===== src/rtl/spi_pkg.sv =====
// Shared types for the parametrised SPI master: FSM state encoding and the
// slave-select index width helper.
package spi_pkg;

    typedef enum logic [1:0] {
        IDLE = 2'd0,
        XFER = 2'd1,
        HOLD = 2'd2
    } state_t;

    // A single slave still gets a 1-bit select port.
    function automatic int ss_width(input int num_ss);
        return (num_ss > 1) ? $clog2(num_ss) : 1;
    endfunction

endpackage


===== src/rtl/spi_sclk_gen.sv =====
// SCLK divider: free-running counter while run is high, preset to HALF
// otherwise. Emits the MISO sample strobe and the shift strobe.
module spi_sclk_gen #(
    parameter int DIV_W = 5
) (
    input  logic clk,
    input  logic rst_n,
    input  logic run,
    output logic sclk,
    output logic smpl_tick,
    output logic shft_tick
);

    localparam logic [DIV_W-1:0] HALF    = {1'b1, {(DIV_W-1){1'b0}}};
    localparam logic [DIV_W-1:0] HALF_M1 = {1'b0, {(DIV_W-1){1'b1}}};

    logic [DIV_W-1:0] cnt;

    // NOTE: sequential state uses non-blocking assignments so every flop
    // samples the pre-edge values of the others.
    always_ff @(posedge clk or negedge rst_n) begin
        if (!rst_n) begin
            cnt <= HALF;
        end else if (!run) begin
            cnt <= HALF;
        end else begin
            cnt <= cnt + 1'b1;
        end
    end

    // Presetting to HALF gives a full high half-period before the first fall.
    assign sclk      = run ? cnt[DIV_W-1] : 1'b1;
    assign smpl_tick = run && (cnt == HALF_M1);
    assign shft_tick = run && (&cnt);

endmodule


===== src/rtl/spi_mstr_param.sv =====
// Parametrised mode-3 SPI master: full-duplex DATA_W-bit transfers with
// selectable bit order, multiple slave selects and an SS_n back porch.
module spi_mstr_param
    import spi_pkg::*;
#(
    parameter int DATA_W    = 16,
    parameter int DIV_W     = 5,
    parameter int NUM_SS    = 1,
    parameter int LSB_FIRST = 0,
    parameter int SS_HOLD   = 0
) (
    input  logic                          clk,
    input  logic                          rst_n,
    input  logic                          wrt,
    input  logic [DATA_W-1:0]             cmd,
    input  logic [ss_width(NUM_SS)-1:0]   ss_sel,
    input  logic                          MISO,
    output logic                          MOSI,
    output logic                          SCLK,
    output logic [NUM_SS-1:0]             SS_n,
    output logic                          busy,
    output logic                          done,
    output logic [DATA_W-1:0]             rd_data
);

    localparam int BIT_W  = $clog2(DATA_W) + 1;
    localparam int HOLD_W = (SS_HOLD > 1) ? $clog2(SS_HOLD) : 1;
    localparam logic [BIT_W-1:0]  LAST_BIT  = BIT_W'(DATA_W - 1);
    localparam logic [HOLD_W-1:0] LAST_HOLD = HOLD_W'((SS_HOLD > 0) ? SS_HOLD - 1 : 0);

    state_t              state;
    logic [DATA_W-1:0]   shft_reg;
    logic                smpl;
    logic                smpl_seen;
    logic [BIT_W-1:0]    bit_cnt;
    logic [HOLD_W-1:0]   hold_cnt;
    logic [NUM_SS-1:0]   ss_dec_n;
    logic                smpl_tick;
    logic                shft_tick;

    spi_sclk_gen #(.DIV_W(DIV_W)) u_sclk_gen (
        .clk       (clk),
        .rst_n     (rst_n),
        .run       (state == XFER),
        .sclk      (SCLK),
        .smpl_tick (smpl_tick),
        .shft_tick (shft_tick)
    );

    // Out-of-range indices decode to no select; the transfer still runs.
    // NOTE: the default assignment first keeps this block free of latches.
    always_comb begin
        ss_dec_n = '1;
        for (int i = 0; i < NUM_SS; i++) begin
            if (int'(ss_sel) == i) ss_dec_n[i] = 1'b0;
        end
    end

    always_ff @(posedge clk or negedge rst_n) begin
        if (!rst_n) begin
            state     <= IDLE;
            shft_reg  <= '0;
            smpl      <= 1'b0;
            smpl_seen <= 1'b0;
            bit_cnt   <= '0;
            hold_cnt  <= '0;
            SS_n      <= '1;
            busy      <= 1'b0;
            done      <= 1'b0;
        end else begin
            case (state)
                IDLE: begin
                    if (wrt) begin
                        shft_reg  <= cmd;
                        smpl_seen <= 1'b0;
                        bit_cnt   <= '0;
                        SS_n      <= ss_dec_n;
                        done      <= 1'b0;
                        busy      <= 1'b1;
                        state     <= XFER;
                    end
                end
                XFER: begin
                    if (smpl_tick) begin
                        smpl      <= MISO;
                        smpl_seen <= 1'b1;
                    end
                    // The all-ones tick inside the front porch has no sample yet.
                    if (shft_tick && smpl_seen) begin
                        shft_reg <= (LSB_FIRST != 0) ? {smpl, shft_reg[DATA_W-1:1]}
                                                     : {shft_reg[DATA_W-2:0], smpl};
                        bit_cnt  <= bit_cnt + 1'b1;
                        if (bit_cnt == LAST_BIT) begin
                            if (SS_HOLD == 0) begin
                                SS_n  <= '1;
                                busy  <= 1'b0;
                                done  <= 1'b1;
                                state <= IDLE;
                            end else begin
                                hold_cnt <= '0;
                                state    <= HOLD;
                            end
                        end
                    end
                end
                HOLD: begin
                    if (hold_cnt == LAST_HOLD) begin
                        SS_n  <= '1;
                        busy  <= 1'b0;
                        done  <= 1'b1;
                        state <= IDLE;
                    end else begin
                        hold_cnt <= hold_cnt + 1'b1;
                    end
                end
                default: state <= IDLE;
            endcase
        end
    end

    assign MOSI    = (LSB_FIRST != 0) ? shft_reg[0] : shft_reg[DATA_W-1];
    assign rd_data = shft_reg;

endmodule

===== config.mk =====
export PLATFORM = sky130hd
export DESIGN_NAME = spi_mstr_param
export DESIGN_NICKNAME = d
export VERILOG_FILES = /design/src/rtl/spi_pkg.sv /design/src/rtl/spi_sclk_gen.sv /design/src/rtl/spi_mstr_param.sv
export SDC_FILE = /design/constraint.sdc
export NUM_CORES = 1
export LEC_CHECK = 0
export BUFFER_PORTS_ARGS = -buffer_cell sky130_fd_sc_hd__buf_2
export CORE_MARGIN = 5
export CORE_UTILIZATION = 51
export DETAILED_ROUTE_END_ITERATION = 8
export GPL_ROUTABILITY_DRIVEN = 0
export MAX_ROUTING_LAYER = met4
export PLACE_DENSITY = 0.76
export SLEW_MARGIN = 15
export SYNTH_ARGS = -nofsm -noshare
export SYNTH_HDL_FRONTEND = slang
export SYNTH_SLANG_ARGS = --single-unit
export TNS_END_PERCENT = 20

===== constraint.sdc =====
create_clock -name clk -period 2.2 [get_ports clk]
set_input_delay 0.33 -clock clk [delete_from_list [all_inputs] [get_ports clk]]
set_output_delay 0.33 -clock clk [all_outputs]
set_load 0.005 [all_outputs]

* After elaboration in Yosys (flattened, before gate mapping)
Cells that the tools add are included.
Word-level totals: register bits after elaboration 34, input bits 21, output and inout bits 21, word-level logic and storage cells 63
Operators by class: add/sub/neg operators 3, equal/unequal tests 9, muxes and demuxes 29, reduce and logical (&&, ||, !) cells 12
Operators with widths (number):
- $mux 16 | 2
- $pmux 16 s2 | 1
- $mux 5 | 3
- $mux 1 | 13
- $add 5x1->5 const B | 2
- $eq 5x4->1 const B | 2
- $ne 2x2->1 const B | 5
- $pmux 5 s2 | 1
- $reduce_and 5->1 | 2
- $pmux 1 s3 | 3
- $mux 2 | 4
- $pmux 2 s3 | 1
- $reduce_and 3->1 | 2
- $reduce_and 4->1 | 1
- $logic_and 1x1->1 | 3
- $reduce_bool 3->1 | 1
- $eq 2x1->1 const B | 1
- $eq 2x2->1 const B | 1
- $logic_not 2->1 | 1
- $pmux 1 s2 | 1
- $reduce_and 2->1 | 1
- $reduce_bool 2->1 | 1
- $add 1x1->1 const B | 1

* Longest topological paths before layout
Gate-level depths: netlist (run 1).
depth after elaboration 5, gate-level depth with buffers 7, mapped depth without buffers 6

* Modules after synthesis
A second synthesis (run 1) with hierarchy kept.
Second synthesis, totals: cells, all modules 140, area, all modules 1526.5 sq um
Modules (own cells, without submodules):
- spi_mstr_param | times used 1, cells an instance 118, area an instance 1280.0 sq um, seq. area each 651.9 sq um
- spi_sclk_gen | times used 1, cells an instance 22, area an instance 246.5 sq um, seq. area each 126.4 sq um

* Worst setup path before layout (run 1)
No wires, ideal clock.
path type register to register, start point register u_sclk_gen.cnt[0], end point register shft_reg[10], in the netlist rd_data[10], library setup time 0.074 ns, arrival 1.563 ns, data required time 2.126 ns, setup slack 0.563 ns, stages on the path, launching flop included 8, path buffers 1, period minus slack after synthesis 1.637 ns, cell sequence dfrtp_1 ha_1 and3_1 ha_1 nand3_4 clkbuf_1 nand3_1 o21ai_2
On the way: longest elaborated chain between the ends 5
RTL lines:
- start, declared | RTL line spi_sclk_gen.sv:17 | logic [DIV_W-1:0] cnt;
- start signal, assigned | RTL line spi_sclk_gen.sv:27 | cnt <= cnt + 1'b1;
- $reduce_and 5->1 | RTL line spi_sclk_gen.sv:34 | assign shft_tick = run && (&cnt);
- $logic_and 1x1->1 | RTL line spi_sclk_gen.sv:34
- $logic_and 1x1->1 | RTL line spi_mstr_param.sv:89 | if (shft_tick && smpl_seen) begin
- $ne 2x2->1 (no line)
- $reduce_and 3->1 (no line)
- end signal, assigned | RTL line spi_mstr_param.sv:74 | shft_reg <= cmd;
- end signal, assigned | RTL line spi_mstr_param.sv:90 | shft_reg <= (LSB_FIRST != 0) ? {smpl, shft_reg[DATA_W-1:1]}
- end, declared | RTL line spi_mstr_param.sv:32 | logic [DATA_W-1:0] shft_reg;
Every way passes these cells. A chain may end at the register's enable or synchronous reset.

* Final worst setup path (run 1)
start point register u_sclk_gen.cnt[0], end point register shft_reg[4], in the netlist rd_data[4]
The elaborated chain is that of the path after synthesis.

==> results of run 1 <==
==> flip-flops by register name, summed over array words and instances (netlist names) <==
name            count
SS_n                1
bit_cnt             5
busy                1
done                1
rd_data            16
smpl                1
smpl_seen           1
u_sclk_gen.cnt      5
==> metrics by stage <==
stage,hold WS (ns),cells,util (%),cell area (um^2)
floorplan,0.0344,136,-,1500
global placement,0.399,202,61.6,1710
detailed placement,0.410,202,61.6,1710
CTS,0.0456,210,64.7,1800
global route,0.0794,210,64.7,1800
finish,0.0295,210,64.7,1800
==> power breakdown <==
group,total [W],leakage (nW),switching [W],internal (W)
Clock,0.000456,0.0482,0.000187,0.000268
Sequential,0.000599,0.367,0.0000120,0.000587
Combinational,0.0000758,0.580,0.0000373,0.0000385
Total,0.00113,0.995,0.000236,0.000894
==> cells by family (layout without fill, tap and decap cells) <==
logic type / after synthesis / count (layout) / synth area share [%]
AND/OR/NAND/NOR: 41 / 41 / 14.8
flip-flops: 31 / 31 / 51.8
AO/OA/AOI/OAI: 25 / 25 / 11.2
multiplexers: 17 / 17 / 11.4
buffers and inverters: 15 / 58 / 5.41
adder cells (fa/ha/maj): 5 / 5 / 4.16
XOR/XNOR: 2 / 2 / 1.17
==> final timing paths <==
path                                    from                end  slack [ns]  cells after the start
max reg2reg                u_sclk_gen.cnt[0]         rd_data[4]        0.43                      6
min reg2reg                u_sclk_gen.cnt[0]  u_sclk_gen.cnt[0]        0.47                      1
min                                    rst_n          smpl_seen        0.03                      1
min in group clk                         wrt          smpl_seen        0.20                      2
max in group asynchronous              rst_n         bit_cnt[3]        1.74                      1
max                        u_sclk_gen.cnt[0]         rd_data[4]        0.43                      6
==> worst max-delay path: stages, from the launching register on <==
cell and delay, ns:
dfrtp_1 0.41, ha_1 0.22, and3_1 0.20, ha_1 0.23, nand3_4 0.13, and2_4 0.29
o21ai_0 0.15
==> cell usage in the layout (no fill, tap or decap), drive strengths merged <==
cell type	instances
xnor2	1
o21ai	22
nor2b	1
nand4	2
mux2i	16
buf	45
ha	5
clkinv	1
and2	4
o211ai	1
inv	5
nor2	1
dfrtp	29
and3	2
o31ai	1
nand2	7
a31oi	1
bufinv	1
xor2	1
nand3	23
mux2	1
clkbuf	6
dfstp	2
nand2b	1
==> metal layers <==
metal,vias to the layer above,wire length [um],track usage [%]
met2,31,1430,27.1
met1,524,1220,17.5
met5,-,0,-
met3,0,219,5.95
li1,563,-,-
met4,0,0,3.05
==> layout make-up <==
cell class	count	area [um^2]
multi-input combinational	90	643
clock inverter	2	35.0
fill	227	981
sequential	31	778
inverter	5	18.8
clock buffer	6	51.3
tap	31	38.8
timing repair buffer	45	235
==> flow_summary.toml, run 1 <==
[outcome]
status = "finished, final reports clean"

[critical_path]
crit_arrival_ns = 1.97
crit_path_end_kind = "register"
required_ns = 2.40
cp-start-kind = "register"
crit_path_max_fanout = 16
path_class = "reg2reg"

[clock_network]
cts_resized = 0
cts_buffers = 5
post-cts-setup-buffers = 0
clock_path_buffers = 2
clock_latency_ns = 0.32
hold_buffers = 0
clk_pin_slew_ns = 0.09
clkSinkCount = 31
root_buffer = "clkbuf_4"
cts_tree = "built"
cts_max_level = 2

[synthesis]
synth_area_per_cell_um2 = 11.0
syn-num-nets = 162
yosysMostFrequentCell = "dfrtp_1"
synth_top_area_cell = "dfrtp_1"
synthCells = 136
ys_types = 27
synth_top_area_share_pct = 48.3
yosys-top-cells-count = "29 x dfrtp_1, 22 x nand3_1, 16 x mux2i_1"
ys_top_cells_by_area = "dfrtp_1 48%, mux2i_1 11%, nand3_1 7.3%"
synth_edf_count = 0
ys_warn_count = 0
synth_flop_cell = "dfrtp_1"
netlist_area_mm2 = 0.00150
synthArstFlopShare_pct = 100
ys_seq_elements = 31
ys_seq_area_share_pct = 51.8

[routing]
wirelength_um = 2870
drtIter0Drc = 27
drc = 0
drt_pre_antenna_iters = 4
wl_per_cell_um = 13.7
num_vias = 1118
vias_per_cell = 5.32
detail-route-antenna-nets = 0

[sta]
fin_ws_ns = 0.431
finClkSkew_ns = 0.00609
period_minus_slack_ns = 1.77
max-slew-margin-rel_pct = 55.4
rsz0062_at_grt = "false"
finalHoldViolations = 0
final_max_slew_viol_count = 0
setup_tns_ns = 0
tightest_slew_ns = 0.668
setup_viol = 0
fmax_mhz = 565
post-route-period-util_pct = 80.4

[run]
drv_cap = 0

[floorplanning]
core_mm2 = 0.00278
num_io_pins = 42
rows = 19
die-area_mm2 = 0.00413
die_h_um = 64.3
die_w_um = 64.3
start_util_pct = 54.0

[place]
post-dp-hpwl_um = 2140
pre_cts_ws_ns = 0.438
io_buffers = 41

[power_and_ir_drop]
p_leak_nw = 0.995
powerDensity_mw_per_mm2 = 628
vdd_ir_drop_max_mv = 0.740
power.total_w = 0.00113

[global_routing]
grt.total_usage_pct = 15.8
grt_pass1_vias = 1181
grt_pass1_wl_um = 5080
antenna_found_initial = 0
grt_overflow = 0
grt_start_max_net_pins = 32

[min_path]
worst_hold_path_type = "in2async"

[layout]
syn_to_final_growth_pct = 19.8
antenna_cells = 0
drive_gt1_share_pct = 38.0
nets = 204
(Power assumes the default switching activity.)
==> run 2: changes to the inputs <==
--- a/config.mk
+++ b/config.mk
@@ -7,11 +7,11 @@
 export LEC_CHECK = 0
 export BUFFER_PORTS_ARGS = -buffer_cell sky130_fd_sc_hd__buf_2
 export CORE_MARGIN = 5
-export CORE_UTILIZATION = 51
+export CORE_UTILIZATION = 46
 export DETAILED_ROUTE_END_ITERATION = 8
 export GPL_ROUTABILITY_DRIVEN = 0
 export MAX_ROUTING_LAYER = met4
-export PLACE_DENSITY = 0.76
+export PLACE_DENSITY = 0.73
 export SLEW_MARGIN = 15
 export SYNTH_ARGS = -nofsm -noshare
 export SYNTH_HDL_FRONTEND = slang
==> constraint.sdc (replaced) <==
create_clock -name clk -period 1.5 [get_ports clk]
set_input_delay 0.225 -clock clk [delete_from_list [all_inputs] [get_ports clk]]
set_output_delay 0.225 -clock clk [all_outputs]
set_load 0.005 [all_outputs]
==> run 2 against run 1 <==
- count of clock-buffer cells in the layout unchanged
- sequential cell count unchanged
- setup slack got worse by 0.44 ns
- the run now ends with negative setup slack left
- final area increased by 11%
- clock skew decreased by 0.0013 ns
- routed wire length increased by 9.2%
- global-route usage increased by 0.47 points
- utilization decreased by 0.34 points
- final cell count increased by 10%
- combinational power increased by 57%
==> flow_summary.toml, run 2 (synthesis gave the netlist of run 1 again) <==
[layout]
final_cell_mix = "41 x buf_2, 29 x dfrtp_1, 16 x mux2i_1"
antenna_cells = 0
finalNonFillerCells = 232
drive_gt1_share_pct = 47.3
n_fill_cell = 263
largest_reg_flops = 16
syn_to_final_growth_pct = 33.0
fin_util_pct = 64.4
final_common_cell = "buf_2"
nets = 213

[global_routing]
grt_start_max_net_pins = 32
grt_pass1_wl_um = 5350
grt_pass1_vias = 1248
grt.total_usage_pct = 16.3
antenna_found_initial = 0
grt_overflow = 0

[sta]
tightest_slew_ns = 0.678
max-slew-margin-rel_pct = 54.8
finClkSkew_ns = 0.00480
fmax_mhz = 661
period_minus_slack_ns = 1.51
rsz0062_at_grt = "true"
finalHoldViolations = 0
fin_ws_ns = -0.0128
setup_viol = 10
post-route-period-util_pct = 101
final_max_slew_viol_count = 0

[clock_network]
clock_path_buffers = 2
cts_max_level = 2
cts_buffers = 5
root_buffer = "clkbuf_4"
cts_tree = "built"
clkSinkCount = 31
clock_latency_ns = 0.33
clk_pin_slew_ns = 0.10

[outcome]
status = "finished with violations"
violations = "negative setup slack"

[critical_path]
required_ns = 1.73
path_class = "reg2reg"
crit_chain = "ha_2, and3_4, ha_4, nand3_4, and2_4, buf_12, o21ai_2"
reg2reg_depth = 7
crit_path_end_kind = "register"
crit_path_max_incr_delay_ns = 0.40
cp-start-kind = "register"
slowest_stage = "dfrtp_1"
crit_arrival_ns = 1.74
cp-startpoint = "u_sclk_gen.cnt[0]"
r2r_start = "u_sclk_gen.cnt[0]"
rrSetupSlack_ns = -0.01
endpoint = "rd_data[11]"
r2r-end = "rd_data[11]"
crit_path_max_fanout = 9

[place]
io_buffers = 41
post-dp-hpwl_um = 2210
dp.cells = 221

[power_and_ir_drop]
p_int_w = 0.00132
p_leak_nw = 1.08
vdd_ir_drop_max_mv = 0.426
sw_frac_of_total_pct = 21.9
pwr-share-clk_pct = 40.6
powerDensity_mw_per_mm2 = 843
p_seq_share_pct = 52.3
switchingPower_w = 0.000368
combinationalPowerShare_pct = 7.1

[floorplanning]
die_w_um = 67.2
rows = 20
start_util_pct = 48.4
die-area_mm2 = 0.00451
die_h_um = 67.2
num_io_pins = 42
core_mm2 = 0.00310

[routing]
drtIter0Drc = 60
num_vias = 1190
vias_per_cell = 5.13
wl_per_cell_um = 13.5
drc = 0
wirelength_um = 3130
drt_pre_antenna_iters = 4
detail-route-antenna-nets = 0

[min_path]
worst_hold_path_type = "in2reg"
whs_path_depth = 2

[run]
drv_cap = 0
## run 2: cell types whose count changed in the layout (fill, tap and decap cells not counted), moves of 2 or more
cell and change:
buf_6 +2, buf_4 +3, nand3_2 +7, o21ai_2 +3
o21ai_1 +4, o21ai_0 -7, nand3_1 -7, ha_1 -2
buf_12 +3
## run 2: final cells by class
type	instances	area (um^2)	share of cell area (%)
Sequential cell	31	778	38.9
Clock buffer	6	51.3	2.57
Clock inverter	2	35.0	1.75
Tap cell	44	55.1	2.76
Inverter	5	18.8	0.939
Multi-Input combinational cell	90	709	35.5
Timing Repair Buffer	54	350	17.5
## run 2: worst min-delay path by stage
stage	start	to	slack, ns
after floorplan	rst_n	bit_cnt[0]	-0.07
after global placement	rst_n	smpl_seen	0.30
after detailed placement	rst_n	smpl_seen	0.30
after CTS	wrt	smpl_seen	0.07
after global routing	wrt	smpl_seen	0.09
final	wrt	smpl_seen	0.09
## run 2: through the flow
stage	power, W	instance area (um^2)	hold slack [ns]	TNS (ns)	worst slack (ns)
6_report	0.00168	2000	0.0888	-0.0876	-0.0128
3_5_place_dp	0.00101	1810	0.300	-0.402	-0.0705
3_3_place_gp	0.00100	1810	0.296	0	0.00332
4_1_cts	0.00170	1950	0.0730	-0.0321	-0.0117
5_1_grt	0.00176	2000	0.0863	-0.974	-0.0754
2_1_floorplan	0.000937	1530	-0.0706	0	0.0170
## run 2: power groups by stage
stage / combinational (W) / clock [W] / sequential, W
after global routing: 0.000137 / 0.000736 / 0.000885
after global placement: 0.000112 / 0 / 0.000893
final: 0.000119 / 0.000684 / 0.000881
after detailed placement: 0.000115 / 0 / 0.000895
after floorplan: 0.0000412 / 0 / 0.000896
after CTS: 0.000117 / 0.000703 / 0.000879
## run 2: per-layer routing
metal	wire length (um)	up-vias	track usage (%)	part of all wire, %
met5	0	-	-	0
met4	78	0	8.35	2.5
met3	151	8	3.99	4.8
met2	1560	32	26.5	50
met1	1340	568	18.6	43
li1	-	582	-	-
## run 2: timing repair
action	CTS	global route
buffers inserted	2	0
hold buffers	1	0
endpoints found under the hold margin	29	0
gates resized for setup	1	18
pin swaps	10	9
setup endpoints to repair	19	22
## run 2: worst max-delay path: cells and delay by family, from the launching register on
kind                       cells  cell delay (ns)
AOI/OAI and AO/OA              1             0.05
and+or+nand+nor                3             0.46
DFF                            1             0.40
buffers and inverters          1             0.15
adders and majority gates      2             0.35
